File: src/rtl/block_transfer_unit.sv
// ARM LDM/STM engine: one word access per cycle, lowest register at lowest address.
// Latency: N+1 cycles of busy after start; done pulses in the last one. No backpressure, start ignored while busy.
module block_transfer_unit (
  input  logic        clk,
  input  logic        rst,
  input  logic        start,
  input  logic        is_load,
  input  logic        up,
  input  logic [31:0] base_addr,
  input  logic [15:0] reg_list,
  input  logic [31:0] store_data,
  input  logic [31:0] mem_result,
  output logic [3:0]  store_reg_idx,
  output logic        mem_read,
  output logic        mem_write,
  output logic [31:0] mem_address,
  output logic [31:0] mem_data,
  output logic        wb_en,
  output logic [3:0]  wb_reg,
  output logic [31:0] wb_value,
  output logic        busy,
  output logic        done,
  output logic [31:0] final_addr
);

  typedef enum logic [1:0] {IDLE, XFER, DONE} state_t;

  state_t      state_q, state_d;
  logic [15:0] list_q, list_d;
  logic [31:0] addr_q, addr_d;
  logic        is_load_q, is_load_d;
  logic [31:0] final_addr_q, final_addr_d;

  logic [4:0]  count;
  logic [3:0]  idx;
  logic [15:0] list_rest;
  logic [31:0] base_aligned;
  logic [31:0] span;

  always_comb begin
    count = '0;
    for (int i = 0; i < 16; i++) begin
      count = count + {4'b0, reg_list[i]};
    end
  end

  always_comb begin
    idx = '0;
    for (int i = 15; i >= 0; i--) begin
      if (list_q[i]) idx = 4'(i);
    end
  end

  // Clearing the lowest set bit drives the ascending register order.
  assign list_rest    = list_q & (list_q - 16'd1);
  assign base_aligned = {base_addr[31:2], 2'b00};
  assign span         = {25'b0, count, 2'b00};

  always_ff @(posedge clk) begin
    if (rst) begin
      state_q      <= IDLE;
      list_q       <= '0;
      addr_q       <= '0;
      is_load_q    <= 1'b0;
      final_addr_q <= '0;
    end else begin
      state_q      <= state_d;
      list_q       <= list_d;
      addr_q       <= addr_d;
      is_load_q    <= is_load_d;
      final_addr_q <= final_addr_d;
    end
  end

  always_comb begin
    state_d      = state_q;
    list_d       = list_q;
    addr_d       = addr_q;
    is_load_d    = is_load_q;
    final_addr_d = final_addr_q;
    case (state_q)
      IDLE: begin
        if (start) begin
          is_load_d = is_load;
          list_d    = reg_list;
          if (up) begin
            addr_d       = base_aligned;
            final_addr_d = base_aligned + span;
          end else begin
            addr_d       = base_aligned - span;
            final_addr_d = base_aligned - span;
          end
          state_d = (count == 5'd0) ? DONE : XFER;
        end
      end
      XFER: begin
        list_d = list_rest;
        addr_d = addr_q + 32'd4;
        if (list_rest == 16'd0) state_d = DONE;
      end
      DONE:    state_d = IDLE;
      default: state_d = IDLE;
    endcase
  end

  // Enables drop with rst so the access in the reset cycle never lands.
  always_comb begin
    store_reg_idx = '0;
    mem_read      = 1'b0;
    mem_write     = 1'b0;
    mem_address   = '0;
    mem_data      = '0;
    wb_en         = 1'b0;
    wb_reg        = '0;
    wb_value      = '0;
    busy          = (state_q != IDLE);
    done          = (state_q == DONE);
    final_addr    = final_addr_q;
    if (state_q == XFER && !rst) begin
      mem_address = addr_q;
      if (is_load_q) begin
        mem_read = 1'b1;
        wb_en    = 1'b1;
        wb_reg   = idx;
        wb_value = mem_result;
      end else begin
        mem_write     = 1'b1;
        store_reg_idx = idx;
        mem_data      = store_data;
      end
    end
  end

endmodule
File: config.mk
export PLATFORM = sky130hd
export DESIGN_NAME = block_transfer_unit
export DESIGN_NICKNAME = d
export VERILOG_FILES = /design/src/rtl/block_transfer_unit.sv
export SDC_FILE = /design/constraint.sdc
export NUM_CORES = 1
export LEC_CHECK = 0
export ABC_AREA = 1
export BUFFER_PORTS_ARGS = -buffer_cell sky130_fd_sc_hd__buf_2
export CORE_AREA = 2 2 200 143
export DETAILED_ROUTE_END_ITERATION = 10
export DIE_AREA = 0 0 202 145
export PLACE_DENSITY = 0.49
export SYNTH_ARGS = -nofsm -noshare
export SYNTH_HDL_FRONTEND = slang
export SYNTH_SLANG_ARGS = --single-unit
File: constraint.sdc
create_clock -name clk -period 5.35 [get_ports clk]
set_clock_uncertainty 0.05 [all_clocks]
set_input_delay 0.2675 -clock clk [delete_from_list [all_inputs] [get_ports clk]]
set_output_delay 0.2675 -clock clk [all_outputs]
set_load 0.1 [all_outputs]
Yosys cells after proc, flatten, opt, wreduce, memory -nomap -nowiden:

Cells that the tools add are included.

* output and inout port bits: 141
* input port bits: 117
* word-level logic and storage cells: 78
* bits in registers: 83

* reduce and logical (&&, ||, !) cells: 10
* bitwise gates (word level): 1
* add/sub/neg operators: 19
* muxes and demuxes: 39
* eq/ne operators: 4

Operator list (count)
* $mux 32: 8
* $mux 4: 20
* $pmux 32 s2: 1
* $add 5x1->5: 11
* $add 32x3->32 const B: 1
* $add 32x7->32: 1
* $pmux 16 s2: 1
* $sub 32x7->32: 1
* $and 16x16->16: 1
* $logic_not 16->1: 1
* $mux 16: 1
* $sub 16x1->16 const B: 1
* $mux 2: 3
* $reduce_and 2->1: 3
* $add 4x1->5: 1
* $logic_not 5->1: 1
* $add 3x1->4: 1
* $mux 1: 4
* $ne 2x2->1 const B: 2
* $pmux 2 s2: 1
* $reduce_bool 2->1: 2
* $add 2x1->3: 1
* $add 1x1->2: 1
* $eq 2x1->1 const B: 1
* other kinds (4): 4

Depth between registers and ports, before layout:

Gate-level depths: netlist of run 1.

* depth in word-level cells: 19
* mapped depth: 29
* gate-level depth less buffers: 29

Worst setup path after synthesis of run 1:

Ideal clock, no wire load.

* kind: input -> register
* start: in reg_list[5]
* end: reg final_addr_q[24], in the netlist final_addr[24]
* stages on the path: 26
* buffers on the path: 0
* data required time: 5.244 ns
* path slack: 0.548 ns
* arrival: 4.696 ns
* cells stage by stage: inv_1 -> fa_1 -> inv_1 -> fa_1 -> fa_1 -> inv_1 -> fa_1 -> inv_1 -> ha_1 -> fa_1 -> inv_1 -> fa_1 -> nand2_1 -> nand2_1 -> nand2_1 -> nand2_1 -> nand2_1 -> nand2_1 -> inv_2 -> nand2_1 -> nor2_1 -> xor2_1 -> nand2_1 -> nand3_1 -> nand2_1 -> inv_1

* cells in the longest elaborated chain, start to end: 13
* elaborated cells on any way between the ends: 14

RTL lines
* start, declared: RTL line 10 `input logic [15:0] reg_list,`
* $add 5x1->5 (*) (11 in series): RTL line 43 `count = count + {4'b0, reg_list[i]};`
* $sub 32x7->32 / $add 32x7->32 (equally long branches): RTL line 91, 88
* $mux 32 (*): RTL line 86 `if (up) begin`
* end signal, assigned: RTL line 71 `final_addr_q <= final_addr_d;`
* end, declared: RTL line 32 `logic [31:0] final_addr_q, final_addr_d;`

Every way passes the cells marked *; elsewhere a longest branch is shown, timed or not.
A chain may end at the register's enable or synchronous reset.

Final worst setup path of run 1:

* start: in reg_list[11]
* end: reg final_addr_q[21], in the netlist final_addr[21]

* cells in the longest elaborated chain, start to end: 7
* elaborated cells on any way between the ends: 8

RTL lines (RTL line)
* $add 5x1->5 (*) (5 in series): 43
* $sub 32x7->32 / $add 32x7->32 (equally long branches): 91, 88
* $mux 32 (*): 86

Marked as above.

==> summary.txt, run 1 <==
Status
  – Status: complete, no violations

Pwr
  – Power Density: 526 nW/µm²
  – VDD IR max: 396 µV
  – Leakage: 5.12 nW
  – Power Total: 5.05 mW

Global routing
  – Global-route wire length before repair: 48,600 µm
  – Total grt overflow: 0
  – Largest net degree at the start of global routing: 88
  – Number of global-route vias before repair: 8,491
  – Total Routing Usage GR: 21.0%
  – Initial antenna violation count: 1

Setup path
  – CP required: 5550 ps
  – WS Path Type: in -> reg
  – Startpoint Class: input pin
  – Worst Path Arrival: 5240 ps
  – Critical Path Fanout Max: 4
  – Worst Setup End Kind: flop
  – Setup slack, reg-to-reg: 2740 ps

Route
  – Initial drt markers: 687
  – DRC: 0
  – TritonRoute pass-1 iters: 5
  – Met3 wire length: 2020 µm
  – DRT met1 WL: 16,000 µm
  – WL final: 31,200 µm
  – Top sig layer: met4
  – Routed length per instance: 15.9 µm
  – Drt via density: 4.78
  – Routed met2 length: 13,000 µm
  – Post-route ant nets: 0
  – Via Count: 9,379

Logic synthesis
  – Seq cells post-synth: 79
  – Post-synthesis cell count: 1,354
  – Cell area after synthesis: 7550 µm²
  – Count of flip-flops with a built-in enable after synthesis: 0
  – Mapped Avg Cell Area: 5.58 µm²
  – Sequential area share after synthesis: 20.9%
  – Ys flop type: dfxtp_1
  – Compound-cell area share of the yosys netlist: 15.2%
  – Synth Area in Simple Gates: 42.9%
  – Distinct cells, synth: 47
  – Mux cell area share after synthesis: 0%
  – Ys Warns: 0
  – Post-synthesis xor/xnor area fraction: 1.16%
  – Share of flip-flops with an asynchronous set or reset: 0%
  – Main combinational cell family by area after synthesis: simple AND/OR/NAND/NOR gates
  – Adder-cell share of the synthesized area: 6.00%

Floorplanning
  – Core area: 27,400 µm²
  – Initial core utilization: 27.6%
  – Die X: 202 µm
  – FP Rows: 51
  – Total I/O pin count: 258
  – Die extent in y: 145 µm
  – Die area: 29,300 µm²

Timing
  – Minimum clock period: 5030 ps
  – Setup violations, final: 0
  – Slew margin rel.: 32.7%
  – TNS Setup: 0 ps
  – Final WS setup: 317 ps
  – Peak Freq: 0.199 GHz
  – Pins Over Slew Limit: 0
  – Tcrit/Tclk final: 94.1%
  – Hold Vio Cnt, Final: 0
  – Hold Slack: 141 ps
  – Slew of the pin with the lowest slew margin: 1010 ps

Placement
  – Placed insts: 1,947
  – Pre-CTS WS: -42.9 ps
  – Placer Congestion: 0.862
  – PortBufs: 251
  – Hpwl dp: 23,900 µm

Min path
  – Min-Delay Path Class: in -> reg

Cells and area
  – Fillers: 3,145
  – Finished Layout Cells: 1,963
  – P&R area growth vs syn: 27.2%
  – Share of layout cells above drive strength 1: 21.5%
  – Fin nets: 1,733

Clock network
  – CTS Buf Count: 9
  – Clk Latency, worst-skew pair: 360 ps
  – Reg clk slew, reported paths: 60 ps
  – Clk root buf: clkbuf_16
  – Max Root-Sink Buffers: 2
  – TritonCTS clock tree: yes
  – H-tree depth: 3
  – Clk sink count: 79

Job
  – Max cap viols: 0
==> report_power, final <==
group / switching [mW] / internal (mW)
combinational: 2.59 / 0.842
sequential: 0.183 / 0.794
clock: 0.273 / 0.373
==> critical path, cell delays in order <==
cell     delay [ps]
buf_2           110
fa_1            560
inv_1            60
fa_1            490
inv_1            60
fa_1            480
inv_1            60
fa_1            470
inv_1            40
ha_1            200
fa_1            390
nor2_1          130
nor2_2           70
ha_1            330
buf_4           140
nand3_1          70
nand2_1         120
a21oi_1         110
nor2_1          180
nand2_1         160
nor2_1          240
or2_2           150
nand4_1         180
nand2_1         130
inv_1            40
==> kinds of logic (layout without fill, tap and decap cells) <==
family / Yosys count / after routing
AND/OR/NAND/NOR: 765 / 765
adder cells (fa/ha/maj): 29 / 29
XOR/XNOR: 10 / 10
buffers and inverters: 269 / 503
other: 1 / 5
AO/OA/AOI/OAI: 201 / 201
flip-flops: 79 / 79
==> synth_stat cells, types with 2 or more instances <==
master / number / area share [%]
buf_1: 6 / 0.30
nor3_2: 2 / 0.26
buf_4: 5 / 0.50
a21oi_1: 76 / 5.0
nor4_1: 6 / 0.50
nor2_8: 2 / 0.53
nor2_2: 2 / 0.17
a31oi_1: 20 / 1.7
nor2_1: 258 / 13
clkbuf_1: 54 / 2.7
a211oi_1: 3 / 0.30
nand2_1: 328 / 16
o211ai_1: 11 / 1.1
o22ai_1: 5 / 0.41
nand3_1: 96 / 6.4
nand2_2: 5 / 0.41
nand2_4: 3 / 0.45
a221oi_1: 2 / 0.23
ha_1: 17 / 2.8
o221ai_1: 5 / 0.58
clkinv_1: 2 / 0.099
nor3_1: 24 / 1.6
o21ai_0: 41 / 2.7
fa_1: 12 / 3.2
dfxtp_1: 79 / 21
o21ai_1: 21 / 1.4
o21bai_1: 2 / 0.20
buf_2: 4 / 0.26
nor2_4: 3 / 0.45
inv_2: 14 / 0.70
xor2_1: 10 / 1.2
o2111ai_1: 7 / 0.81
o21a_1: 4 / 0.40
nand4_1: 29 / 2.4
inv_1: 184 / 9.1
==> worst paths after layout <==
path / cells past startpoint / end / start
min reg2reg: 2 / list_q[9]$_SDFFE_PP0P_ / list_q[9]$_SDFFE_PP0P_
max: 25 / final_addr[21]$_SDFFE_PP0P_ / reg_list[11]
max reg2reg: 9 / addr_q[8]$_SDFFE_PP0P_ / state_q[1]$_SDFFE_PP0P_
min: 3 / list_q[0]$_SDFFE_PP0P_ / reg_list[0]
==> sequential cells by signal, summed over array words and instances, names as in the netlist <==
name and cells:
state_q 2, is_load_q 1, list_q 16, addr_q 30
final_addr 30
==> metrics by stage <==
stage               cell area, µm²  utilization [%]
floorplan                     7570                -
global placement              9300             34.0
detailed placement            9300             34.0
CTS                           9590             35.0
global route                  9610             35.1
finish                        9610             35.1
==> cell type report <==
| type | instances | area (µm²) | area share [%] |
|---|---|---|---|
| inverter | 200 | 751 | 7.81 |
| sequential | 79 | 1580 | 16.5 |
| tap | 371 | 464 | 4.83 |
| clock buffer | 12 | 246 | 2.57 |
| multi-input combinational | 1009 | 4970 | 51.8 |
| antenna | 1 | 2.50 | 0.0260 |
| clock inverter | 3 | 43.8 | 0.456 |
| timing repair buffer | 288 | 1550 | 16.1 |
==> metal layers <==
metal | vias up | track usage, %
li1 | 4786 | -
met1 | 4285 | 32.0
met2 | 298 | 30.7
met3 | 10 | 3.84
met4 | 0 | 3.09
met5 | - | 0
==> timing repair <==
item | 4_1_cts | 5_1_grt
setup endpoints to repair | 0 | 7
endpoints found under the hold margin | 0 | 0
gates resized for setup | 0 | 4
setup buffers | 0 | 0
hold buffers | 0 | 0
==> layout by cell type (no fill, tap or decap), types with 10 or more instances in the layout <==
cell,Yosys,layout
dfxtp_1,79,79
nor3_1,24,23
inv_1,184,184
ha_1,17,17
nand2_1,328,326
o21ai_1,21,21
buf_4,5,36
nand3_1,96,96
buf_2,4,251
a21oi_1,76,76
o211ai_1,11,11
nand4_1,29,29
nor2_1,258,255
o21ai_0,41,41
xor2_1,10,10
inv_2,14,15
fa_1,12,12
a31oi_1,20,20
No activity file was read; power rests on OpenSTA's default activity.
==> run 2: changes to the inputs <==
REMOVE_ABC_BUFFERS = 1   (was default)
==> summary.txt, run 2 (synthesized netlist as in run 1, its figures left out) <==
Setup path
  – Critical Path Fanout Max: 5 (+1)
  – Startpoint Class: input pin
  – Worst Path Arrival: 5220 ps (-20 ps)
  – Cell mode on critical path: nand2_1
  – WS Path Type: in -> reg
  – CP required: 5560 ps (about the same)
  – Highest-delay cell along the critical path: fa_1
  – CP peak stage delay: 530 ps (-30 ps)
  – Setup slack, reg-to-reg: 2640 ps (-100 ps)
  – Reg2reg end: addr_q[15]$_SDFFE_PP0P_
  – Register-to-Register Path Depth: 7 (-2)
  – Worst Setup End Kind: flop
  – Origin of the critical flop-to-flop path: state_q[1]$_SDFFE_PP0P_

Pwr
  – Power Density: 521 nW/µm² (-0.85%)
  – Leakage: 5.15 nW (+0.70%)
  – VDD IR max: 221 µV (-44%)

Timing
  – Slew margin rel.: 41.4% (+8.7 points)
  – Peak Freq: 0.200 GHz (+0.51%)
  – Minimum clock period: 5010 ps (-25.4 ps)
  – Setup violations, final: 0 (unchanged)
  – Tcrit/Tclk final: 93.6% (-0.48 points)
  – TNS Setup: 0 ps (unchanged)
  – Pins Over Slew Limit: 0 (unchanged)
  – Slew of the pin with the lowest slew margin: 877 ps (-132 ps)
  – Hold Vio Cnt, Final: 0 (unchanged)

Status
  – Status: complete, no violations

Floorplanning
  – Die X: 202 µm (unchanged)
  – FP Rows: 51 (unchanged)
  – Total I/O pin count: 258 (unchanged)
  – Initial core utilization: 27.6% (unchanged)
  – Die extent in y: 145 µm (unchanged)
  – Core area: 27,400 µm² (unchanged)
  – Die area: 29,300 µm² (unchanged)

Global routing
  – Global-route wire length before repair: 48,300 µm (-0.71%)
  – Met3 Use GR: 4.40% (+0.56 points)
  – Largest net degree at the start of global routing: 63 (-28%)
  – Met1 GRT Util: 30.2% (-1.8 points)
  – Number of global-route vias before repair: 8,581 (+1.1%)
  – Most Used Layer, Global Route: met2
  – Total Routing Usage GR: 20.9% (about the same)
  – Total grt overflow: 0 (unchanged)
  – M2 GR Usage: 32.0% (+1.3 points)
  – Initial antenna violation count: 1 (unchanged)

Route
  – WL final: 31,600 µm (+1.2%)
  – Post-route ant nets: 0 (unchanged)
  – TritonRoute pass-1 iters: 5 (unchanged)
  – Via Count: 9,472 (+0.99%)
  – Initial drt markers: 757 (+10%)
  – Drt via density: 4.80 (+0.38%)
  – Routed length per instance: 16.0 µm (+0.55%)
  – DRC: 0 (unchanged)

Clock network
  – TritonCTS clock tree: yes
  – Clk Latency, worst-skew pair: 360 ps (about the same)
  – Clk sink count: 79 (unchanged)
  – Max Root-Sink Buffers: 2 (unchanged)
  – CTS Buf Count: 9 (unchanged)
  – Clk root buf: clkbuf_16
  – Postcts setup bufs: 0 (unchanged)
  – Reg clk slew, reported paths: 70 ps (about the same)
  – H-tree depth: 3 (unchanged)

Min path
  – Min-Delay Path Class: in -> reg
  – Hold path endpoint: list_q[0]$_SDFFE_PP0P_
  – Critical hold path startpoint: reg_list[0]
  – Hold depth: 3 (unchanged)

Placement
  – Placer Congestion: 0.893 (+3.6%)
  – Hpwl dp: 24,300 µm (+1.9%)
  – PortBufs: 251 (unchanged)
  – Cell Area, Placed: 9380 µm² (+0.78%)

Cells and area
  – Fin nets: 1,745 (+0.69%)
  – Commonest non-fill, non-tap cell in the layout: nand2_1
  – Diode count: 0 (-1)
  – Share of layout cells above drive strength 1: 22.2% (+0.70 points)
  – Post-route cell area: 9670 µm² (+0.59%)
  – Most frequent cells in the layout: nand2_1, nor2_1, buf_2
  – P&R area growth vs syn: 27.9%

Job
  – Max cap viols: 0 (unchanged)
==> run 2: what timing repair did <==
| action | 4_1_cts | 5_1_grt |
|---|---|---|
| endpoints found under the setup margin | 0 | 5 |
| resized for setup | 0 | 4 |
| hold buffers | 0 | 0 |
| endpoints found under the hold margin | 0 | 0 |
==> run 2: metal layers <==
layer	share of wire [%]	routed length (µm)	up-vias
li1	-	-	4801
met1	49	15500	4341
met2	43	13600	312
met3	6.9	2160	18
met4	0.91	287	0
met5	0	0	-
==> run 2: worst max-delay path by stage <==
stage / start / end / slack (ps) / depth (start not counted)
after CTS: reg_list[5] / addr_q[21]$_SDFFE_PP0P_ / 350 / 26
after floorplan: rst / wb_reg[0] / -1900 / 7
after global placement: reg_list[5] / addr_q[22]$_SDFFE_PP0P_ / 20 / 26
final: reg_list[5] / final_addr[12]$_SDFFE_PP0P_ / 340 / 29
after detailed placement: reg_list[5] / addr_q[21]$_SDFFE_PP0P_ / -10 / 26
after global routing: reg_list[5] / final_addr[24]$_SDFFE_PP0P_ / -5 / 30
==> run 2: critical path, delay by kind of cell <==
kind / cells / cell delay [ps]
adders and majority gates: 7 / 2940
buffers and inverters: 9 / 630
and+or+nand+nor: 13 / 1370
==> run 2: area by class of cell <==
cell class / instances / area, µm²
Multi-Input combinational cell: 1009 / 4970
Clock buffer: 9 / 225
Clock inverter: 7 / 47.5
Fill cell: 3078 / 17700
Tap cell: 371 / 464
Inverter: 200 / 751
Sequential cell: 79 / 1580
Timing Repair Buffer: 300 / 1620
==> run 2: metrics by stage <==
| step | instances | hold slack, ps | power, mW | utilization, % | setup WS [ps] |
|---|---|---|---|---|---|
| global placement | 1959 | 428 | 4.41 | 34.3 | 23.8 |
| finish | 1975 | 156 | 5.04 | 35.3 | 342 |
| global route | 1975 | 169 | 5.44 | 35.3 | -5.50 |
| CTS | 1975 | 146 | 5.06 | 35.2 | 349 |
| detailed placement | 1959 | 433 | 4.43 | 34.3 | -9.93 |
| floorplan | 1288 | 287 | 3.45 | - | -1900 |
==> run 2: power by group <==
part	switching [mW]	internal, mW	total [mW]
Clock	0.292	0.315	0.607
Sequential	0.165	0.793	0.958
Combinational	2.61	0.867	3.47
Total	3.07	1.97	5.04
